## src/rtl/axi_slave_r.sv

```systemverilog
// AXI4 read-channel responder: one AR at a time, ARLEN+1 R beats whose data is a
// fixed function of the byte address. Supports FIXED/INCR/WRAP, narrow sizes and SLVERR.
module axi_slave_r #(
  parameter int ADDR_WD   = 32,
  parameter int DATA_WD   = 32,
  parameter int MEM_BYTES = 8192
) (
  input  logic               clk,
  input  logic               rst_n,
  input  logic               S_AXI_ARVALID,
  output logic               S_AXI_ARREADY,
  input  logic [1:0]         S_AXI_ARBURST,
  input  logic [2:0]         S_AXI_ARSIZE,
  input  logic [ADDR_WD-1:0] S_AXI_ARADDR,
  input  logic [7:0]         S_AXI_ARLEN,
  output logic               S_AXI_RVALID,
  input  logic               S_AXI_RREADY,
  output logic               S_AXI_RLAST,
  output logic [DATA_WD-1:0] S_AXI_RDATA,
  output logic [1:0]         S_AXI_RRESP
);

  localparam int DATA_BYTES = DATA_WD / 8;
  localparam int SIZE_MAX   = $clog2(DATA_BYTES);
  localparam logic [ADDR_WD-1:0] ONE       = ADDR_WD'(1);
  localparam logic [ADDR_WD-1:0] MEM_LIMIT = ADDR_WD'(MEM_BYTES);
  localparam logic [7:0]         LANE_MASK = ~8'(DATA_BYTES - 1);

  typedef enum logic {IDLE, BURST} state_t;

  state_t               state_reg;
  logic                 arready_reg, rvalid_reg, rlast_reg, err_reg;
  logic [DATA_WD-1:0]   rdata_reg;
  logic [1:0]           rresp_reg, burst_reg;
  logic [2:0]           size_reg;
  logic [7:0]           len_reg, cnt_reg;
  logic [ADDR_WD-1:0]   addr_reg;

  // Address of the beat following addr under the given burst rules.
  function automatic logic [ADDR_WD-1:0] next_addr(
    input logic [ADDR_WD-1:0] addr,
    input logic [2:0]         size,
    input logic [1:0]         burst,
    input logic [7:0]         len
  );
    logic [ADDR_WD-1:0] s, w, base, nxt;
    s    = ONE << size;
    w    = (ADDR_WD'(len) + ONE) << size;
    base = addr & ~(w - ONE);
    nxt  = (addr & ~(s - ONE)) + s;
    case (burst)
      2'b00: nxt = addr;
      2'b10: begin
        nxt = addr + s;
        if (nxt == base + w) nxt = base;
      end
      default: ;
    endcase
    return nxt;
  endfunction

  logic               ar_illegal;
  logic [ADDR_WD-1:0] ar_size_mask;
  logic [ADDR_WD-1:0] ld_addr;
  logic               ld_err, ld_bad;
  logic [7:0]         ld_lo;
  logic [DATA_WD-1:0] ld_lanes, ld_data;
  logic [1:0]         ld_resp;

  assign ar_size_mask = (ONE << S_AXI_ARSIZE) - ONE;
  assign ar_illegal   = (S_AXI_ARSIZE > 3'(SIZE_MAX))
                     || (S_AXI_ARBURST == 2'b11)
                     || ((S_AXI_ARBURST == 2'b10) &&
                         !(S_AXI_ARLEN inside {8'd1, 8'd3, 8'd7, 8'd15}))
                     || ((S_AXI_ARBURST == 2'b10) &&
                         ((S_AXI_ARADDR & ar_size_mask) != '0));

  // The beat being loaded into the output registers: first beat on accept, else the next one.
  assign ld_addr = (state_reg == IDLE) ? S_AXI_ARADDR
                                       : next_addr(addr_reg, size_reg, burst_reg, len_reg);
  assign ld_err  = (state_reg == IDLE) ? ar_illegal : err_reg;
  assign ld_bad  = ld_err || (ld_addr >= MEM_LIMIT);
  assign ld_lo   = ld_addr[7:0] & LANE_MASK;

  genvar gi;
  generate
    for (gi = 0; gi < DATA_BYTES; gi++) begin : g_lane
      assign ld_lanes[gi*8 +: 8] = ld_lo + 8'(gi);
    end
  endgenerate

  assign ld_data = ld_bad ? '0 : ld_lanes;
  assign ld_resp = ld_bad ? 2'b10 : 2'b00;

  always_ff @(posedge clk) begin
    if (!rst_n) begin
      state_reg   <= IDLE;
      arready_reg <= 1'b0;
      rvalid_reg  <= 1'b0;
      rlast_reg   <= 1'b0;
      rdata_reg   <= '0;
      rresp_reg   <= 2'b00;
      err_reg     <= 1'b0;
      burst_reg   <= 2'b00;
      size_reg    <= 3'd0;
      len_reg     <= 8'd0;
      cnt_reg     <= 8'd0;
      addr_reg    <= '0;
    end else begin
      case (state_reg)
        IDLE: begin
          arready_reg <= 1'b1;
          if (S_AXI_ARVALID && arready_reg) begin
            state_reg   <= BURST;
            arready_reg <= 1'b0;
            burst_reg   <= S_AXI_ARBURST;
            size_reg    <= S_AXI_ARSIZE;
            len_reg     <= S_AXI_ARLEN;
            addr_reg    <= S_AXI_ARADDR;
            err_reg     <= ar_illegal;
            cnt_reg     <= 8'd0;
            rvalid_reg  <= 1'b1;
            rlast_reg   <= (S_AXI_ARLEN == 8'd0);
            rdata_reg   <= ld_data;
            rresp_reg   <= ld_resp;
          end
        end
        BURST: begin
          if (rvalid_reg && S_AXI_RREADY) begin
            if (rlast_reg) begin
              state_reg   <= IDLE;
              arready_reg <= 1'b1;
              rvalid_reg  <= 1'b0;
              rlast_reg   <= 1'b0;
              rdata_reg   <= '0;
              rresp_reg   <= 2'b00;
            end else begin
              addr_reg  <= ld_addr;
              cnt_reg   <= cnt_reg + 8'd1;
              rlast_reg <= ((cnt_reg + 8'd1) == len_reg);
              rdata_reg <= ld_data;
              rresp_reg <= ld_resp;
            end
          end
        end
        default: state_reg <= IDLE;
      endcase
    end
  end

  assign S_AXI_ARREADY = arready_reg;
  assign S_AXI_RVALID  = rvalid_reg;
  assign S_AXI_RLAST   = rlast_reg;
  assign S_AXI_RDATA   = rdata_reg;
  assign S_AXI_RRESP   = rresp_reg;

endmodule

```

## config.mk

```make
export PLATFORM = sky130hd
export DESIGN_NAME = axi_slave_r
export DESIGN_NICKNAME = d
export VERILOG_FILES = /design/src/rtl/axi_slave_r.sv
export SDC_FILE = /design/constraint.sdc
export NUM_CORES = 1
export LEC_CHECK = 0
export ABC_AREA = 1
export CAP_MARGIN = 20
export CORE_AREA = 2 2 152 154
export DETAILED_ROUTE_END_ITERATION = 10
export DIE_AREA = 0 0 154 156
export PLACE_DENSITY_LB_ADDON = 0.1
export SLEW_MARGIN = 20
export SYNTH_ARGS = -nofsm -noshare
export SYNTH_HDL_FRONTEND = slang
export SYNTH_SLANG_ARGS = --single-unit
```

## constraint.sdc

```tcl
create_clock -name clk -period 6.3 [get_ports clk]
set_input_delay 0.945 -clock clk [delete_from_list [all_inputs] [get_ports clk]]
set_output_delay 0.945 -clock clk [all_outputs]
set_load 0.005 [all_outputs]
```

==> results.md <==
- Outcome: finished, final reports clean
- Dpl hpwl: roughly 28000 microns
- Worst-Skew Late Latency: around 0.35 ns
- R2R Path End: S_AXI_RDATA[29]
- VDD IR-drop max: ~0.16 mV
- Slowest cell on the critical path: nor3_1
- CTS Buffer Depth: 2
- Placed insts: approximately 2000
- Critical path arrival: approximately 6.2 ns
- Top area cells in the synthesized netlist: nand2_1 16%, dfxtp_1 14%, nand3_1 10%
- Setup violators final: 0
- Largest family of logic cells by synthesized area: simple AND/OR/NAND/NOR gates
- Hold Vio Cnt, Final: 0
- XOR/XNOR share of the synthesized area: ~6.4%
- Finished Layout Cells: just under 2000
- Crit-path max cell delay: between 0.5 and 0.6 ns
- Period Utilization, post-route: between 90% and 100%
- CP max FO: 24
- Antenna diodes: 0
- R2R cell count: 28
- Final antenna-violating net count: 0
- Total grt overflow: 0
- Hold-fix buffers, CTS: 0
- Power per cell area: approximately 260 nW/um^2
- # port buffers: 80
- Crit. End Element: register
- Worst path required time: ~6.6 ns
- Hold EP: S_AXI_RRESP[1]
- Routed WL: roughly 36000 microns
- # clock sinks: 66
- Placer Congestion: approximately 0.95
- Multiplexer area fraction after synthesis: 0%
- Vias: around 11000
- Synth Warn #: 0
- Number of DRC markers in iteration 0: 1079
- Final clock skew: about 0.013 ns
- Prevailing post-synth register cell: dfxtp_1
- Cell taking the most area after synthesis: nand2_1
- IO Pins: 86
- Residual DRC count: 0
- Starting Density: a little over two fifths
- Crit start category: register
- Simple-gate portion of the synthesized area: between 40% and 50%
- HP Class: reg2reg
- Register area: between 1000 and 1500 sq um
- Number of enable flip-flop cells after synthesis: 0
- Share of layout cells above drive strength 1: 12.60%
- Row cnt: between 50 and 60
- Post-Syn Instances: approximately 1700
- Drt pass-1 iters: 6
- Most frequent CP cell: a21oi_1
- Hold Path Depth: 2
- Clock Tree Root: clkbuf_16
- Gr usage total: between 20% and 30%
- Post-Route Setup TNS: 0 ns
- Synth cell count leaders: 404 x nand2_1, 191 x nand3_1, 172 x inv_1
- Max reg flops: 32
- Total Nets Final: roughly 1800
- Post-Synth Adder-Cell Area: under 10%
- Die H: approximately 160 microns
- Register area share after synthesis: between 10 and 15%
- Startpoint of the worst hold path: S_AXI_RRESP[1]
- R2R Setup Slk: roughly 0.4 ns
- DIE AREA: between 20000 and 25000 sq um
- Fmax: about 0.17 GHz
- Top-area cell type share of the netlist area: between 15 and 20%
- Post-synthesis compound-gate area fraction: around 16%
- Initial antenna violation count: 0
- Vias in the first global route: 10038
- Num CTS Buffers: 9
- Kind of critical path: reg2reg
- Asr flop ratio synth: 0%
- Largest net degree at the start of global routing: 48
- Count leader, synth: nand2_1
- Die width: between 150 and 200 microns
- Pin slew with the least headroom to its limit: between 0.9 and 1 ns
- Unique masters post-synth: 63
- FF-to-FF Start: size_reg[1]
- CTS clk-pin slew, worst paths: 0.06 ns
- Max-Cap Viols: 0
- Post-Syn Area: between 9000 and 10000 sq um
- Multi-input logic area: about 7000 sq um
- Yosys reg bits: 66
- Placeable Area: between 20000 and 25000 sq um
- Htree depth: 3
- CTS tree: yes
- Slew Limit Fails: 0
- Tmin final: between 5 and 6 ns
- Max_slew headroom: a little over a third
- # fillers: between 2000 and 2500
- Post-synthesis average cell area: 5.712 sq um
- LEAKAGE: 4.755 nW
- Synth-to-layout area growth: 14.48%
- Drt wl/cell: ~18 microns
- Post-DR vias/cell: approximately 5.5
- First-pass GRT wire length: 54990 microns
-- power by group --
part | internal [mW] | leakage (nW) | switching, mW
Sequential | 0.478 | 0.540 | 0.114
Combinational | 0.550 | 4.07 | 1.12
Clock | 0.310 | 0.150 | 0.224
Total | 1.34 | 4.75 | 1.46
-- metal layers --
metal	wire, microns	global-route usage, %	vias to the layer above
met2	16690	49.56	415
met1	15790	38.12	4931
met5	0	0	-
met3	2114	3.028	67
li1	-	-	5496
met4	1137	10.81	0
-- worst max-delay path: cells and delay by family (launching register included) --
kind	cells	cell delay, ns
buffers and inverters	3	0.54
AOI/OAI and AO/OA	7	1.35
DFF	1	0.34
xor gates and xnor gates	2	0.68
adders and majority gates	1	0.37
and+or+nand+nor	15	2.50
-- cell families after synthesis --
logic type,Yosys count
AOI/OAI and AO/OA,277
xor gates and xnor gates,66
adders and majority gates,25
buffers and inverters,303
DFF,66
other,1
and+or+nand+nor,917
-- cell type report --
class                           instances  share of cell area, %
Timing Repair Buffer                  110                  9.665
Inverter                              215                  7.480
Tap cell                              285                  3.295
Clock buffer                            9                  2.081
Multi-Input combinational cell       1292                  64.51
Clock inverter                          7                 0.7283
Sequential cell                        66                  12.24
-- cell usage in the layout (no fill, tap or decap), types with 5 or more instances in the layout --
master,synthesis,final
a211oi_1,11,11
a21oi_1,103,103
a31oi_1,17,17
buf_4,28,27
clkbuf_16,0,9
clkdlybuf4s50_1,0,80
clkinv_1,7,7
conb_1,1,5
dfxtp_1,66,63
ha_1,23,22
inv_1,172,172
inv_2,35,35
nand2_1,404,403
nand2_2,34,35
nand3_1,191,190
nand3_2,23,22
nand4_1,32,32
nor2_1,137,132
nor2_2,17,20
nor2_4,5,8
nor2_8,5,5
nor3_1,25,23
nor4_1,7,7
o211ai_1,9,9
o21ai_0,98,98
o21ai_1,8,8
or2_2,16,16
xnor2_1,9,9
xor2_1,55,55
-- worst max-delay path by stage --
stage          depth (start not counted)         endpoint         from  slack, ns
6_report                              28  S_AXI_RDATA[29]  size_reg[1]       0.40
5_1_grt                               28  S_AXI_RDATA[25]  size_reg[1]     -0.001
4_1_cts                               42  S_AXI_RDATA[26]   len_reg[1]       0.18
3_5_place_dp                          42  S_AXI_RDATA[29]   len_reg[1]       0.19
3_3_place_gp                          45   S_AXI_RRESP[1]   len_reg[1]       0.33
2_1_floorplan                         44   S_AXI_RRESP[1]   len_reg[0]       1.22
-- through the flow --
stage               cell area [sq um]  total power [mW]  setup slack, ns  utilization [%]  hold slack [ns]
floorplan                        9469             1.729            1.217                -           0.4543
global placement                10290             2.167           0.3307            46.03           0.4592
detailed placement              10310             2.173           0.1902            46.09           0.4674
CTS                             10610             2.711           0.1844            47.45           0.4783
global route                    10820             2.991        -0.001133            48.39           0.4989
finish                          10820             2.797           0.4003            48.39           0.4740
-- what timing repair did --
action                     in CTS  in global routing
buffers inserted                0                 12
setup endpoints to repair       0                 30
gates resized for setup         0                 20
Power figures use the tool's default switching activity.
